### src/rtl/usrt_pkg.sv
// Shared USRT definitions: parity mode codes and transmit FSM state encoding.
package usrt_pkg;

    localparam logic [1:0] PAR_NONE = 2'b00;
    localparam logic [1:0] PAR_ODD  = 2'b01;
    localparam logic [1:0] PAR_EVEN = 2'b10;

    typedef enum logic [2:0] {
        ST_IDLE   = 3'd0,
        ST_START  = 3'd1,
        ST_DATA   = 3'd2,
        ST_PARITY = 3'd3,
        ST_STOP1  = 3'd4,
        ST_STOP2  = 3'd5
    } tx_state_t;

endpackage

### src/rtl/usrt_sync_fifo.sv
// Synchronous FIFO with registered occupancy count, full/empty/level status
// and a one-cycle overflow pulse when a push is dropped.
// Handshake: push_i is accepted only when full_o is low; pop_i is honoured
// only when empty_o is low; both are judged on the registered count, so a pop
// in the same cycle never makes room for a push that arrives while full.
module usrt_sync_fifo #(
    parameter int WIDTH = 8,
    parameter int DEPTH = 4,
    parameter int LVL_W = 3
) (
    input  logic             clk_i,
    input  logic             rst_i,
    input  logic             push_i,
    input  logic [WIDTH-1:0] data_i,
    input  logic             pop_i,
    output logic [WIDTH-1:0] data_o,
    output logic             full_o,
    output logic             empty_o,
    output logic [LVL_W-1:0] level_o,
    output logic             ovf_o
);

    localparam int AW = (DEPTH > 1) ? $clog2(DEPTH) : 1;

    logic [WIDTH-1:0] mem_q [DEPTH];
    logic [AW-1:0]    wr_ptr_q, wr_ptr_d;
    logic [AW-1:0]    rd_ptr_q, rd_ptr_d;
    logic [LVL_W-1:0] count_q, count_d;
    logic             ovf_q, ovf_d;
    logic             push_ok, pop_ok;

    assign full_o  = (count_q == LVL_W'(DEPTH));
    assign empty_o = (count_q == '0);
    assign level_o = count_q;
    assign ovf_o   = ovf_q;
    assign data_o  = mem_q[rd_ptr_q];

    assign push_ok = push_i & ~full_o;
    assign pop_ok  = pop_i & ~empty_o;

    // Next pointers/count; the count alone tells full from empty when pointers meet.
    always_comb begin
        wr_ptr_d = wr_ptr_q;
        rd_ptr_d = rd_ptr_q;
        count_d  = count_q;
        ovf_d    = push_i & full_o;
        if (push_ok) wr_ptr_d = wr_ptr_q + AW'(1);
        if (pop_ok)  rd_ptr_d = rd_ptr_q + AW'(1);
        if (push_ok && !pop_ok)      count_d = count_q + LVL_W'(1);
        else if (!push_ok && pop_ok) count_d = count_q - LVL_W'(1);
    end

    // Pointer, count and overflow-pulse registers.
    always_ff @(posedge clk_i) begin
        if (rst_i) begin
            wr_ptr_q <= '0;
            rd_ptr_q <= '0;
            count_q  <= '0;
            ovf_q    <= 1'b0;
        end else begin
            wr_ptr_q <= wr_ptr_d;
            rd_ptr_q <= rd_ptr_d;
            count_q  <= count_d;
            ovf_q    <= ovf_d;
        end
    end

    // Storage array; contents are don't-care until written.
    always_ff @(posedge clk_i) begin
        if (push_ok) mem_q[wr_ptr_q] <= data_i;
    end

endmodule

### src/rtl/usrt_tx_engine.sv
// USRT transmit path: TX FIFO feeding a frame shifter that emits
// start, DATA_W data bits LSB first, optional parity and 1 or 2 stop bits,
// one bit per baud tick, with back-to-back frames when more data is queued.
module usrt_tx_engine
    import usrt_pkg::*;
#(
    parameter int DATA_W = 8,
    parameter int DEPTH  = 4,
    parameter int LVL_W  = 3
) (
    input  logic              i_Pclk,
    input  logic              i_Preset,
    input  logic              i_Bclk,
    input  logic [1:0]        i_Parity,
    input  logic              i_Stop2,
    input  logic              i_Push,
    input  logic [DATA_W-1:0] i_Data,
    output logic              o_Full,
    output logic              o_Empty,
    output logic [LVL_W-1:0]  o_Level,
    output logic              o_Ovf,
    output logic              o_Busy,
    output logic              o_Done,
    output logic              o_Tx_Serial,
    output logic [2:0]        o_Dbg_State
);

    localparam int CNT_W = $clog2(DATA_W + 1);

    tx_state_t         state_q, state_d;
    logic [DATA_W-1:0] word_q, word_d;
    logic [DATA_W-1:0] shift_q, shift_d;
    logic [CNT_W-1:0]  bit_cnt_q, bit_cnt_d;
    logic [1:0]        par_mode_q, par_mode_d;
    logic              stop2_q, stop2_d;
    logic              tx_q, tx_d;
    logic              done_q, done_d;

    logic              pop;
    logic              load;
    logic              end_frame;
    logic              par_en;
    logic              par_bit;
    logic [DATA_W-1:0] fifo_data;
    logic              fifo_empty;

    usrt_sync_fifo #(
        .WIDTH (DATA_W),
        .DEPTH (DEPTH),
        .LVL_W (LVL_W)
    ) u_fifo (
        .clk_i   (i_Pclk),
        .rst_i   (i_Preset),
        .push_i  (i_Push),
        .data_i  (i_Data),
        .pop_i   (pop),
        .data_o  (fifo_data),
        .full_o  (o_Full),
        .empty_o (fifo_empty),
        .level_o (o_Level),
        .ovf_o   (o_Ovf)
    );

    assign o_Empty     = fifo_empty;
    assign o_Busy      = (state_q != ST_IDLE);
    assign o_Done      = done_q;
    assign o_Tx_Serial = tx_q;
    assign o_Dbg_State = state_q;

    // Parity comes straight from the latched word; mode 11 behaves as none.
    assign par_en  = (par_mode_q == PAR_ODD) || (par_mode_q == PAR_EVEN);
    assign par_bit = (par_mode_q == PAR_ODD) ? ~(^word_q) : (^word_q);

    // Next-state and line value; everything holds unless a baud tick is present.
    always_comb begin
        state_d    = state_q;
        word_d     = word_q;
        shift_d    = shift_q;
        bit_cnt_d  = bit_cnt_q;
        par_mode_d = par_mode_q;
        stop2_d    = stop2_q;
        tx_d       = tx_q;
        done_d     = 1'b0;
        pop        = 1'b0;
        load       = 1'b0;
        end_frame  = 1'b0;

        if (i_Bclk) begin
            case (state_q)
                ST_IDLE: begin
                    if (!fifo_empty) load = 1'b1;
                end
                ST_START: begin
                    tx_d      = shift_q[0];
                    shift_d   = {1'b0, shift_q[DATA_W-1:1]};
                    bit_cnt_d = CNT_W'(1);
                    state_d   = ST_DATA;
                end
                ST_DATA: begin
                    if (bit_cnt_q < CNT_W'(DATA_W)) begin
                        tx_d      = shift_q[0];
                        shift_d   = {1'b0, shift_q[DATA_W-1:1]};
                        bit_cnt_d = bit_cnt_q + CNT_W'(1);
                    end else if (par_en) begin
                        tx_d    = par_bit;
                        state_d = ST_PARITY;
                    end else begin
                        tx_d    = 1'b1;
                        state_d = ST_STOP1;
                    end
                end
                ST_PARITY: begin
                    tx_d    = 1'b1;
                    state_d = ST_STOP1;
                end
                ST_STOP1: begin
                    if (stop2_q) state_d = ST_STOP2;
                    else         end_frame = 1'b1;
                end
                ST_STOP2: begin
                    end_frame = 1'b1;
                end
                default: begin
                    tx_d    = 1'b1;
                    state_d = ST_IDLE;
                end
            endcase
        end

        // Final stop bit finished: chain straight into the next word if one is queued.
        if (end_frame) begin
            done_d = 1'b1;
            if (!fifo_empty) begin
                load = 1'b1;
            end else begin
                tx_d    = 1'b1;
                state_d = ST_IDLE;
            end
        end

        // Frame start: pop the head word and freeze the line configuration.
        if (load) begin
            pop        = 1'b1;
            word_d     = fifo_data;
            shift_d    = fifo_data;
            bit_cnt_d  = '0;
            par_mode_d = i_Parity;
            stop2_d    = i_Stop2;
            tx_d       = 1'b0;
            state_d    = ST_START;
        end
    end

    // Frame state registers; reset aborts any frame and returns the line high.
    always_ff @(posedge i_Pclk) begin
        if (i_Preset) begin
            state_q    <= ST_IDLE;
            word_q     <= '0;
            shift_q    <= '0;
            bit_cnt_q  <= '0;
            par_mode_q <= PAR_NONE;
            stop2_q    <= 1'b0;
            tx_q       <= 1'b1;
            done_q     <= 1'b0;
        end else begin
            state_q    <= state_d;
            word_q     <= word_d;
            shift_q    <= shift_d;
            bit_cnt_q  <= bit_cnt_d;
            par_mode_q <= par_mode_d;
            stop2_q    <= stop2_d;
            tx_q       <= tx_d;
            done_q     <= done_d;
        end
    end

endmodule
### config.mk
export PLATFORM = sky130hd
export DESIGN_NAME = usrt_tx_engine
export DESIGN_NICKNAME = d
export VERILOG_FILES = /design/src/rtl/usrt_pkg.sv /design/src/rtl/usrt_sync_fifo.sv /design/src/rtl/usrt_tx_engine.sv
export SDC_FILE = /design/constraint.sdc
export NUM_CORES = 1
export LEC_CHECK = 0
export CORE_MARGIN = 3
export CORE_UTILIZATION = 60
export CTS_CLUSTER_DIAMETER = 200
export DETAILED_ROUTE_END_ITERATION = 7
export PLACE_DENSITY = 0.89
export RECOVER_POWER = 100
export SKIP_LAST_GASP = 1
export SLEW_MARGIN = 20
export SYNTH_ARGS = -nofsm -noshare
export SYNTH_HDL_FRONTEND = slang
export SYNTH_SLANG_ARGS = --single-unit
### constraint.sdc
create_clock -name i_Pclk -period 4.2 [get_ports i_Pclk]
set_input_delay 0.63 -clock i_Pclk [delete_from_list [all_inputs] [get_ports i_Pclk]]
set_output_delay 0.63 -clock i_Pclk [all_outputs]
set_load 0.05 [all_outputs]
==> metrics.csv <==
stage;metric;value;unit
run_status;status;complete, no violations;
power;pwr-share-clk;24.0;%
routing;first_pass_iters;4;
synthesis;synth_top_cell_area_share;31.92;%
routing;wirelength;5.118;mm
synthesis;synth.largest_area_cell;edfxtp_1;
sta;finalMaxSlewViolations;0;
synthesis;synth_edf_count;32;
critical_path;worstSetupPathType;in2reg;
die;ios;27;
power;ir_worst_vdd;475.6;uV
power;p_int;0.001512;W
critical_path;cp.buffers_inverters;3;
finish;num-fill-cells;333;
critical_path;start_kind;primary input;
sta;fin_crit;3343;ps
synthesis;syn_inst;255;
sta;clock-skew-final;7.539;ps
clock_tree;insertion_delay;340;ps
routing;vias_per_cell;5.509;
clock_tree;cts_tree;done;
finish;area.growth.synth_to_final;14.26;%
finish;post-route-util;71.87;%
die;die_y;76.83;um
critical_path;r2r_cells;8;
finish;fin_area;0.003440;mm^2
place;globalplace.congestion;0.8352;
synthesis;syn_avg_cell_area;11.81;um^2
routing;ant_nets;0;
clock_tree;cts_hold_buf;0;
synthesis;yosys.cell_types.count;43;
sta;final-setup-viol-count;0;
place;io_buffers;26;
clock_tree;cts_resized;0;
critical_path;setup.worst_path.end_class;flop;
worst_hold_path;hp-class;reg2reg;
global_routing;overflow;0;
power;p_seq_share;41.2;%
place;dpl_worst_slack;840.7;ps
sta;slew_headroom;20.00;%
die;rows;25;
power;leakagePower;1.270;nW
critical_path;slowest_stage;dlygate4sd3_1;
die;die-area;0.005903;mm^2
global_routing;grt_pass1_vias;1905;
critical_path;cp.depth;9;
critical_path;cp_cell_sequence;dlygate4sd3_1, nand2b_1, a2111oi_0, inv_1, ha_1, inv_1, fa_1, mux2i_1, nor2_1;
global_routing;grt_first_pass_wirelength;8.887;mm
place;placed_area;0.003279;mm^2
routing;first_iter_violations;110;
synthesis;synth_area;0.003010;mm^2
clock_tree;clkTransAtPathRegs;70;ps
global_routing;grt_usage;19.58;%
die;coreArea;0.004786;mm^2
synthesis;syn-num-nets;278;
routing;drc;0;
sta;worst_slack;856.7;ps
sta;rsz0062_at_grt;false;
synthesis;ys_ff_latch;70;
critical_path;crit_arrival;3540;ps
finish;register_area;0.001722;mm^2
sta;fin_crit_sh;79.60;%
critical_path;critPathMaxFanout;22;
die;start_util;62.90;%
synthesis;yosys-top-cells-area;edfxtp_1 (32%), dfxtp_1 (25%), mux4_2 (6.0%), a21oi_1 (4.3%), nand2_1 (4.2%);
clock_tree;root_buffer;clkbuf_8;
worst_hold_path;hold_path_depth;2;
finish;nets;301;
critical_path;worstPathRequired;4400;ps
clock_tree;htree_levels;3;
synthesis;synth_ff_type;dfxtp_1;
clock_tree;clock_sinks;70;
synthesis;ys_async_sr_fraction;0;%
critical_path;path_common_cell;inv_1;
finish;multi_input_area;0.001121;mm^2
critical_path;slowest_delay;700;ps
power;pwr_density_cell;674.6;mW/mm^2
clock_tree;cts-buffers-inserted;9;
power;p_comb_share;34.7;%
synthesis;ys_warn_count;0;
clock_tree;cts_buffer_depth;2;
die;fp.dieW;76.83;um
sta;fmax;0.2991;GHz
clock_tree;postCtsSetupBuffers;0;
global_routing;grt_max_degree;23;
routing;vias;1928;
global_routing;antenna_found_initial;0;
place;hpwl;3.417;mm
flow_run;maxCapViolCount;0;
finish;layout-drive-gt1-share;9.894;%
sta;tns;0;ps
power;swShare;34.83;%
critical_path;path_delay_family;buffers and inverters;
routing;wl_per_cell;14.62;um
sta;worst_pin_slew;1195;ps
synthesis;seq_area_frac_synth;57.19;%
finish;antennaDiodeCount;0;
power;p_sw;0.0008082;W
sta;finalHoldViolCount;0;
## registers in the layout, summed over array words and instances, names as in the netlist, named ones only
name / count
o_Done: 1
o_Tx_Serial: 1
o_Dbg_State: 3
par_mode_q: 2
word_q: 8
bit_cnt_q: 4
u_fifo.level_o: 3
u_fifo.ovf_o: 1
u_fifo.rd_ptr_q: 2
shift_q: 8
stop2_q: 1
u_fifo.wr_ptr_q: 2
u_fifo.mem_q: 32
## power groups by stage
stage | Sequential (W) | Clock, W | Combinational, W
finish | 0.000957 | 0.000558 | 0.000806
floorplan | 0.00100 | 0 | 0.000636
global route | 0.000978 | 0.000599 | 0.000881
CTS | 0.000963 | 0.000567 | 0.000855
global placement | 0.000969 | 0 | 0.000826
detailed placement | 0.000978 | 0 | 0.000848
## through the flow
| stage | total power, W | instances | hold slack, ps |
|---|---|---|---|
| finish | 0.002320 | 350 | 466.9 |
| global route | 0.002459 | 350 | 491.1 |
| CTS | 0.002384 | 350 | 469.3 |
| detailed placement | 0.001826 | 334 | 460.0 |
| global placement | 0.001795 | 334 | 452.9 |
| floorplan | 0.001640 | 255 | 436.3 |
## cell usage in the layout, fill, tap and decap left out, drive strengths merged, types with 8 or more instances in the layout
| cell type | instances |
|---|---|
| nand2 | 34 |
| dlygate4sd3 | 23 |
| inv | 11 |
| a21oi | 26 |
| nor2 | 18 |
| clkbuf | 12 |
| edfxtp | 32 |
| mux4 | 8 |
| dfxtp | 38 |
## per-layer routing
| layer | wire length, um | global-route usage (%) | share of wire [%] |
|---|---|---|---|
| met1 | 2255 | 23.62 | 44 |
| met2 | 2570 | 31.97 | 50 |
| met3 | 200 | 7.512 | 3.9 |
| met4 | 91 | 7.065 | 1.8 |
| met5 | 0 | 0 | 0 |
## cell type report
type / instances / area share [%]
Tap cell: 67 / 2.437
Timing Repair Buffer: 28 / 7.785
Clock inverter: 6 / 2.219
Multi-Input combinational cell: 158 / 32.59
Sequential cell: 70 / 50.05
Inverter: 11 / 1.200
Clock buffer: 10 / 3.710
## logic make-up (layout without fill, tap and decap cells)
group,count (synthesis),in the layout,synth area share [%]
AND/OR/NAND/NOR,79,79,12.30
flip-flops,70,70,57.19
AO/OA/AOI/OAI,42,42,8.936
buffers and inverters,27,55,4.779
multiplexers,17,17,9.269
XOR/XNOR,12,12,3.948
adder cells (fa/ha/maj),8,8,3.574
## worst register-to-register path, cell delays in order (launching register included)
cell	delay (ps)
dfxtp_1	550
inv_1	140
a2111oi_0	590
inv_1	490
ha_1	380
inv_1	70
fa_1	410
mux2i_1	150
nor2_1	60
## Yosys cell counts, drive strengths merged (5+ instances only)
cell type,instances
nor2,18
a21oi,26
edfxtp,32
xnor2,7
o21ai,5
buf,12
nand2,34
dfxtp,38
ha,7
mux2,7
inv,11
mux4,8
## path summary, 6_finish.rpt
| kind | start | endpoint | slack (ps) |
|---|---|---|---|
| setup / recovery | i_Bclk | u_fifo.level_o[1] | 860 |
| hold / removal | par_mode_q[1] | par_mode_q[1] | 470 |
| setup reg to reg | o_Dbg_State[2] | u_fifo.level_o[1] | 1230 |
| hold reg to reg | par_mode_q[1] | par_mode_q[1] | 470 |
Note: power is estimated with default switching activity, not from simulation.
